===== config.mk =====
export PLATFORM = sky130hd
export DESIGN_NAME = mem_port_arbiter
export DESIGN_NICKNAME = d
export VERILOG_FILES = /design/src/rtl/mem_port_arbiter.sv
export SDC_FILE = /design/constraint.sdc
export NUM_CORES = 1
export LEC_CHECK = 0
export BUFFER_PORTS_ARGS = -buffer_cell sky130_fd_sc_hd__buf_4
export CAP_MARGIN = 20
export CORE_MARGIN = 5
export CORE_UTILIZATION = 30
export CTS_BUF_LIST = sky130_fd_sc_hd__clkbuf_8
export DETAILED_ROUTE_END_ITERATION = 7
export GPL_ROUTABILITY_DRIVEN = 0
export GPL_TIMING_DRIVEN = 0
export HOLD_SLACK_MARGIN = 0.08
export PLACE_DENSITY_LB_ADDON = 0.08
export SLEW_MARGIN = 20
export SYNTH_ARGS = -nofsm -noshare
export SYNTH_HDL_FRONTEND = slang
export SYNTH_SLANG_ARGS = --single-unit
export TNS_END_PERCENT = 50

===== constraint.sdc =====
create_clock -name clk -period 2.04 [get_ports clk]
set_clock_uncertainty 0.2 [all_clocks]
set_input_delay 0.102 -clock clk [delete_from_list [all_inputs] [get_ports clk]]
set_output_delay 0.102 -clock clk [all_outputs]
set_load 0.02 [all_outputs]

===== src/rtl/mem_port_arbiter.sv =====
// Arbiter sharing one fixed-latency single-ported memory between instruction fetch and
// load/store. One access in flight at a time; grants alternate when both ports request.
module mem_port_arbiter #(
  parameter int ADDR_W  = 32,
  parameter int DATA_W  = 32,
  parameter int MEM_LAT = 1
) (
  input  logic                clk,
  input  logic                rst,
  input  logic                if_req,
  input  logic [ADDR_W-1:0]   if_addr,
  output logic [DATA_W-1:0]   if_rdata,
  output logic                if_ready,
  input  logic                dm_req,
  input  logic                dm_we,
  input  logic [ADDR_W-1:0]   dm_addr,
  input  logic [DATA_W-1:0]   dm_wdata,
  input  logic [DATA_W/8-1:0] dm_wstrb,
  output logic [DATA_W-1:0]   dm_rdata,
  output logic                dm_ready,
  output logic                mem_en,
  output logic                mem_we,
  output logic [ADDR_W-1:0]   mem_addr,
  output logic [DATA_W-1:0]   mem_wdata,
  output logic [DATA_W/8-1:0] mem_wstrb,
  input  logic [DATA_W-1:0]   mem_rdata,
  output logic                stall_if,
  output logic                stall_mem,
  output logic [1:0]          dbg_state
);

  // Handshake: a requester holds req and its operands until it sees its one-cycle ready
  // pulse; the pulse cycle masks that requester's req so it is not granted twice.
  typedef enum logic [1:0] {S_IDLE = 2'd0, S_BUSY = 2'd1, S_DONE = 2'd2} state_t;

  localparam int         STRB_W = DATA_W / 8;
  localparam logic [3:0] LAT_M1 = 4'(MEM_LAT - 1);

  state_t              r_state, w_state_nxt;
  logic [3:0]          r_cnt, w_cnt_nxt;
  logic                r_last_dm, w_last_dm_nxt;
  logic                r_owner_dm, w_owner_dm_nxt;
  logic                r_mem_en, w_mem_en_nxt;
  logic                r_mem_we, w_mem_we_nxt;
  logic [ADDR_W-1:0]   r_mem_addr, w_mem_addr_nxt;
  logic [DATA_W-1:0]   r_mem_wdata, w_mem_wdata_nxt;
  logic [STRB_W-1:0]   r_mem_wstrb, w_mem_wstrb_nxt;
  logic [DATA_W-1:0]   r_if_rdata, w_if_rdata_nxt;
  logic [DATA_W-1:0]   r_dm_rdata, w_dm_rdata_nxt;
  logic                r_if_ready, w_if_ready_nxt;
  logic                r_dm_ready, w_dm_ready_nxt;
  logic                w_if_pend, w_dm_pend, w_grant_dm;

  // The ready flags are only ever high for the owner in DONE, so they double as the mask.
  assign w_if_pend  = if_req & ~r_if_ready;
  assign w_dm_pend  = dm_req & ~r_dm_ready;
  assign w_grant_dm = w_dm_pend & (~w_if_pend | ~r_last_dm);

  always_comb begin
    w_state_nxt     = r_state;
    w_cnt_nxt       = r_cnt;
    w_last_dm_nxt   = r_last_dm;
    w_owner_dm_nxt  = r_owner_dm;
    w_mem_en_nxt    = r_mem_en;
    w_mem_we_nxt    = r_mem_we;
    w_mem_addr_nxt  = r_mem_addr;
    w_mem_wdata_nxt = r_mem_wdata;
    w_mem_wstrb_nxt = r_mem_wstrb;
    w_if_rdata_nxt  = r_if_rdata;
    w_dm_rdata_nxt  = r_dm_rdata;
    w_if_ready_nxt  = 1'b0;
    w_dm_ready_nxt  = 1'b0;
    case (r_state)
      S_IDLE, S_DONE: begin
        if (w_if_pend | w_dm_pend) begin
          w_state_nxt     = S_BUSY;
          w_cnt_nxt       = LAT_M1;
          w_owner_dm_nxt  = w_grant_dm;
          w_mem_en_nxt    = 1'b1;
          w_mem_we_nxt    = w_grant_dm & dm_we;
          w_mem_addr_nxt  = w_grant_dm ? dm_addr : if_addr;
          w_mem_wdata_nxt = w_grant_dm ? dm_wdata : '0;
          w_mem_wstrb_nxt = (w_grant_dm & dm_we) ? dm_wstrb : '0;
        end else begin
          w_state_nxt = S_IDLE;
        end
      end
      S_BUSY: begin
        if (r_cnt != 4'd0) begin
          w_cnt_nxt = r_cnt - 4'd1;
        end else begin
          w_state_nxt     = S_DONE;
          w_mem_en_nxt    = 1'b0;
          w_mem_we_nxt    = 1'b0;
          w_mem_wstrb_nxt = '0;
          w_last_dm_nxt   = r_owner_dm;
          if (r_owner_dm) begin
            w_dm_ready_nxt = 1'b1;
            if (!r_mem_we) w_dm_rdata_nxt = mem_rdata;
          end else begin
            w_if_ready_nxt = 1'b1;
            w_if_rdata_nxt = mem_rdata;
          end
        end
      end
      default: w_state_nxt = S_IDLE;
    endcase
  end

  always_ff @(posedge clk) begin
    if (rst) begin
      r_state     <= S_IDLE;
      r_cnt       <= 4'd0;
      r_last_dm   <= 1'b0;
      r_owner_dm  <= 1'b0;
      r_mem_en    <= 1'b0;
      r_mem_we    <= 1'b0;
      r_mem_addr  <= '0;
      r_mem_wdata <= '0;
      r_mem_wstrb <= '0;
      r_if_rdata  <= '0;
      r_dm_rdata  <= '0;
      r_if_ready  <= 1'b0;
      r_dm_ready  <= 1'b0;
    end else begin
      r_state     <= w_state_nxt;
      r_cnt       <= w_cnt_nxt;
      r_last_dm   <= w_last_dm_nxt;
      r_owner_dm  <= w_owner_dm_nxt;
      r_mem_en    <= w_mem_en_nxt;
      r_mem_we    <= w_mem_we_nxt;
      r_mem_addr  <= w_mem_addr_nxt;
      r_mem_wdata <= w_mem_wdata_nxt;
      r_mem_wstrb <= w_mem_wstrb_nxt;
      r_if_rdata  <= w_if_rdata_nxt;
      r_dm_rdata  <= w_dm_rdata_nxt;
      r_if_ready  <= w_if_ready_nxt;
      r_dm_ready  <= w_dm_ready_nxt;
    end
  end

  assign mem_en    = r_mem_en;
  assign mem_we    = r_mem_we;
  assign mem_addr  = r_mem_addr;
  assign mem_wdata = r_mem_wdata;
  assign mem_wstrb = r_mem_wstrb;
  assign if_rdata  = r_if_rdata;
  assign dm_rdata  = r_dm_rdata;
  assign if_ready  = r_if_ready;
  assign dm_ready  = r_dm_ready;
  assign stall_if  = if_req & ~r_if_ready;
  assign stall_mem = dm_req & ~r_dm_ready;
  assign dbg_state = r_state;

endmodule

======== Yosys cells after proc, flatten, opt, wreduce, memory -nomap -nowiden ========
Cells that the tools add are included.
storage, ports and cells
  bits in registers ....................... 144
  output and inout bits ................... 140
  logic and storage cells ................. 63
cells by class
  reduce and logical (&&, ||, !) cells .... 11
  bitwise operators ....................... 14
  equal/unequal tests ..................... 5
  add/sub/neg operators ................... 1
  mux-type cells .......................... 19
operators by type and width
  operator                                                                number
  32-bit 2-to-1 mux                                                       2
  4-bit 2-to-1 mux                                                        5
  4-bit one-hot mux with 2 select lines                                   2
  3-bit AND reduction                                                     3
  1-bit inverter                                                          8
  1-bit 2-to-1 mux                                                        6
  2-bit inequality test (second input constant)                           3
  1-bit AND                                                               4
  1-bit one-hot mux with 2 select lines                                   2
  2-bit one-hot mux with 2 select lines                                   1
  2-bit AND reduction                                                     2
  4-bit AND reduction                                                     1
  4-bit nonzero test                                                      1
  4-bit by 1-bit subtractor with 4-bit output (second input constant)     1
  3-bit OR reduction                                                      1
  2-bit by 1-bit equality test with 1-bit output (second input constant)  1
  2-bit equality test (second input constant)                             1
  2-bit logical NOT                                                       1
  2-bit 2-to-1 mux                                                        1
  1-bit OR                                                                2
  2-bit nonzero test                                                      1
  2-bit OR reduction                                                      1

======== Longest topological paths before layout ========
  word-level depth ........................ 9
  mapped depth ............................ 8

======== Worst setup path before layout ========
No wires, ideal clock.
  path type ............................... register -> register
  start point ............................. register r_if_ready (netlist: if_ready)
  end point ............................... register r_mem_addr[10] (netlist: mem_addr[10])
  cell stages (with the launch flop) ...... 7
  data arrival time ....................... 1.690 ns
  path slack .............................. 0.023 ns
  clock period less this slack ............ 2.017 ns
  setup time .............................. 0.127 ns
  required time ........................... 1.713 ns
  cells stage by stage .................... dfxtp_1 nor2b_1 a21o_1 buf_2 buf_2 mux2i_1 o2bb2ai_1
between the ends
  cells in the longest elaborated chain, start to end .. 6
  elaborated cells between the ends (all ways) .. 8
ends and longest elaborated chain
  element                 RTL line  RTL
  start, declared         50        logic r_if_ready, w_if_ready_nxt;
  start signal, assigned  137       r_if_ready <= w_if_ready_nxt;
  1-bit inverter *        --
  1-bit AND *             --
  net stall_if            27        output logic stall_if,
  1-bit inverter          57        assign w_grant_dm = w_dm_pend & (~w_if_pend | ~r_last_dm);
  1-bit OR                57
  1-bit AND               57
  32-bit 2-to-1 mux       81        w_mem_addr_nxt = w_grant_dm ? dm_addr : if_addr;
  end signal, assigned    132       r_mem_addr <= w_mem_addr_nxt;
  end, declared           45        logic [ADDR_W-1:0] r_mem_addr, w_mem_addr_nxt;
Mark *: on every way through the listed nets, which the timed path passes. The rest lies on a longest branch.
A chain may end at the register's enable or synchronous reset.

======== Final worst setup path ========
  start point ............................. register r_cnt[0]
  end point ............................... register r_dm_rdata[7] (netlist: dm_rdata[7])
between the ends
  cells in the longest elaborated chain, start to end .. 3
ends and longest elaborated chain
  element                               RTL line  RTL
  start, declared                       40        logic [3:0] r_cnt, w_cnt_nxt;
  start signal, assigned                127       r_cnt <= w_cnt_nxt;
  4-bit nonzero test                    89        if (r_cnt != 4'd0) begin
  1-bit inverter (no source line)       --
  4-bit AND reduction (no source line)  --
  end signal, assigned                  136       r_dm_rdata <= w_dm_rdata_nxt;
  end, declared                         49        logic [DATA_W-1:0] r_dm_rdata, w_dm_rdata_nxt;
No other way between the ends.

==> results.json <==
{
  "timing.hold.worst_endpoint": "r_cnt[3]$_SDFFE_PP0P_",
  "yosysWarningCount": 0,
  "setup.worst_path.start": "r_cnt[0]$_SDFFE_PP0P_",
  "final_setup_violation_count": 0,
  "first_global_vias": 5805,
  "cts-root-to-sink-buffers": 2,
  "sequentialPowerShare": 0.447,
  "number_of_vias_after_detailed_routing": 5564,
  "final_min_period_over_clock_period": 0.982,
  "std_cell_rows": 47,
  "chipHeight_um": 141,
  "final_layout_size_suffix_gt1_frac": 0.363,
  "routed-wl-met3_um": 1360,
  "cp-end-kind": "register",
  "grt_first_pass_wirelength_um": 29600,
  "holdWs_ns": 0.175,
  "maxSlewViolCount": 0,
  "worstReg2RegStart": "r_cnt[0]$_SDFFE_PP0P_",
  "clk_pin_slew_worst_paths_ns": 0.08,
  "finish.net_count": 1109,
  "clock_power_share": 0.340,
  "met2RoutedLength_um": 9670,
  "asyncSetResetFlopFracSynth": 0,
  "totalWireLength_um": 19300,
  "drt_iter0_drc": 125,
  "initial_utilization": 0.307,
  "power.ir.vdd_worst_mv": 0.374,
  "worst-slew-pin-transition_ns": 0.676,
  "cts.sinks": 144,
  "rsz_0062_raised_after_global_routing": "yes",
  "r2r-end": "dm_rdata[7]$_SDFFE_PP0P_",
  "grt_util_all_layers": 0.186,
  "cts_inserted_buffers": 17,
  "worstRegToRegCells": 7,
  "post-dp-hpwl_um": 13400,
  "top_level_port_count": 277,
  "startpoint_type": "register",
  "path_class": "register to register",
  "synth_ff_type": "dfxtp_1",
  "power_per_cell_area_nw_per_um2": 730,
  "layout_area_overhead_pct": 85.0,
  "worst-path-max-fanout": 10,
  "design.die.area_um2": 19800,
  "drc_violations_left": 0,
  "drt_pre_antenna_iters": 4,
  "postSynthCellCount": 535,
  "finalHoldViolations": 0,
  "synth_cell_types": 32,
  "layout.cells.non_filler": 1205,
  "clk_latency_ns": 0.43,
  "avgSynthCellArea_um2": 9.60,
  "ctsRootBufferMaster": "clkbuf_8",
  "synth_seq_cells": 144,
  "antenna_violations_before_repair": 0,
  "net_count_after_synthesis": 673,
  "route.detailed.wl_per_inst_um": 16.0,
  "hold_path_class": "input pin to register",
  "cp.arrival_ns": 2.10,
  "grt_remaining_overflow": 0,
  "placedCellCount": 1031,
  "final_core_utilization": 0.569,
  "hold_depth": 4,
  "chipWidth_um": 141,
  "cts.htree.levels": 4,
  "edff_count_synth": 0,
  "routedLengthMet1_um": 7660,
  "post_drt_via_cell_ratio": 4.62,
  "grt_max_degree": 17,
  "max_freq_mhz": 499,
  "drt.antenna.violating_nets": 0,
  "power_switching_uw": 1960,
  "final.min_clock_period_ns": 2.00,
  "final.setup.tns_ns": 0,
  "dr.max_layer_used": "met4",
  "power_report.internal_total_uw": 4980,
  "fp.coreArea_um2": 16700,
  "run_status": "completed",
  "synth-seq-area-share": 0.562,
  "relative_slew_margins": 0.545,
  "cap_violations": 0,
  "worst_ep_required_time_ns": 2.14,
  "synth_area_um2": 5130,
  "tritoncts": "done",
  "power.combinational.fraction": 0.213,
  "total_leakage_power_uw": 0.00424,
  "r2r_slack_ns": 0.04,
  "io_buffers": 276,
  "design_power_total_uw": 6930,
  "power.switching_fraction": 0.282,
  "hold_path_startpoint": "if_req"
}
-- power by group through the flow --
stage	Clock (uW)	Combinational (uW)	Sequential, uW
3_3_place_gp	0	1210	3150
2_1_floorplan	0	377	3350
3_5_place_dp	0	1220	3150
5_1_grt	2550	1590	3120
6_report	2360	1480	3100
4_1_cts	2440	1450	3090
-- metrics by stage --
stage / cell area [um^2] / setup slack [ns]
6_report: 9500 / 0.0362
5_1_grt: 9490 / -0.0238
4_1_cts: 9350 / 0.00307
3_5_place_dp: 7480 / -0.287
3_3_place_gp: 7480 / -0.203
2_1_floorplan: 5130 / 0.0230
-- Yosys cell counts, drive strengths merged (2+ instances only) --
cell type / number / share of area
nand2: 130 / 0.095
nand3b: 3 / 0.0044
mux2i: 33 / 0.064
or3: 2 / 0.0024
inv: 8 / 0.0058
nand2b: 8 / 0.0097
a21o: 2 / 0.0029
nor2b: 3 / 0.0037
or4b: 2 / 0.0039
nor3: 6 / 0.0068
dfxtp: 144 / 0.56
o21ai: 2 / 0.0019
nor2: 6 / 0.0044
buf: 21 / 0.020
clkbuf: 20 / 0.015
o32ai: 4 / 0.0068
a22o: 32 / 0.055
a21oi: 68 / 0.066
o2bb2ai: 32 / 0.055
-- placed cells by master, fill, tap and decap left out, types with 3 or more instances in the layout --
| cell type | netlist | layout |
|---|---|---|
| a21oi_1 | 68 | 68 |
| a22o_1 | 32 | 32 |
| buf_2 | 18 | 6 |
| buf_4 | 0 | 284 |
| buf_6 | 0 | 4 |
| bufinv_16 | 0 | 3 |
| clkbuf_1 | 20 | 10 |
| clkbuf_2 | 0 | 5 |
| clkbuf_4 | 0 | 8 |
| clkbuf_8 | 0 | 17 |
| clkinvlp_4 | 0 | 5 |
| dfxtp_1 | 144 | 141 |
| dfxtp_2 | 0 | 3 |
| dlygate4sd3_1 | 0 | 137 |
| inv_1 | 8 | 7 |
| inv_6 | 0 | 4 |
| mux2i_1 | 33 | 33 |
| nand2_1 | 130 | 129 |
| nand2b_1 | 8 | 8 |
| nand3b_1 | 3 | 3 |
| nor2_1 | 6 | 6 |
| nor3_1 | 5 | 4 |
| o2bb2ai_1 | 32 | 32 |
| o32ai_1 | 4 | 4 |
-- metal layers --
metal | vias up | GRT usage
li1 | 2733 | -
met3 | 43 | 0.0603
met5 | - | 0
met1 | 2582 | 0.210
met4 | 0 | 0.0862
met2 | 206 | 0.319
-- registers in the layout, indices dropped and copies added (netlist names), 2 cells and up --
signal	cells
dbg_state	2
if_rdata	32
mem_addr	32
dm_rdata	32
mem_wstrb	4
r_cnt	4
mem_wdata	32
-- area by class of cell --
type | count | area [um^2]
tap | 220 | 275
clock inverter | 15 | 184
multi-input combinational | 342 | 2100
timing repair buffer | 419 | 3520
fill | 1447 | 7210
clock buffer | 17 | 234
antenna | 1 | 2.50
sequential | 144 | 2890
inverter | 8 | 30.0
buffer | 39 | 258
-- logic make-up after synthesis --
logic type	synth area share
adders and majority gates	0.00244
xor gates and xnor gates	0.00171
DFF	0.562
buffers and inverters	0.0402
and+or+nand+nor	0.138
AOI/OAI and AO/OA	0.192
muxes	0.0643
-- worst max-delay path by stage --
| stage | to | cells after the start |
|---|---|---|
| after floorplan | mem_addr[10]$_SDFFE_PP0P_ | 6 |
| after global placement | if_rdata[18]$_SDFFE_PP0P_ | 7 |
| after detailed placement | if_rdata[16]$_SDFFE_PP0P_ | 7 |
| after CTS | dm_rdata[20]$_SDFFE_PP0P_ | 7 |
| after global routing | dm_rdata[2]$_SDFFE_PP0P_ | 9 |
| final | dm_rdata[7]$_SDFFE_PP0P_ | 7 |
-- worst max-delay path: stages (launching register included) --
cell       delay (ns)
dfxtp_2          0.33
inv_2            0.07
ha_4             0.16
nand4bb_4        0.15
or4b_4           0.63
buf_6            0.19
nand2_1          0.08
a21oi_1          0.06
-- timing repair --
| item | 4_1_cts | 5_1_grt |
|---|---|---|
| cloned | 0 | 2 |
| resized for setup | 23 | 41 |
| setup buffers | 0 | 4 |
| pin swaps | 1 | 2 |
| endpoints found under the setup margin | 94 | 122 |
| endpoints found under the hold margin | 138 | 0 |
| hold buffers | 137 | 0 |
Power figures use the tool's default switching activity.
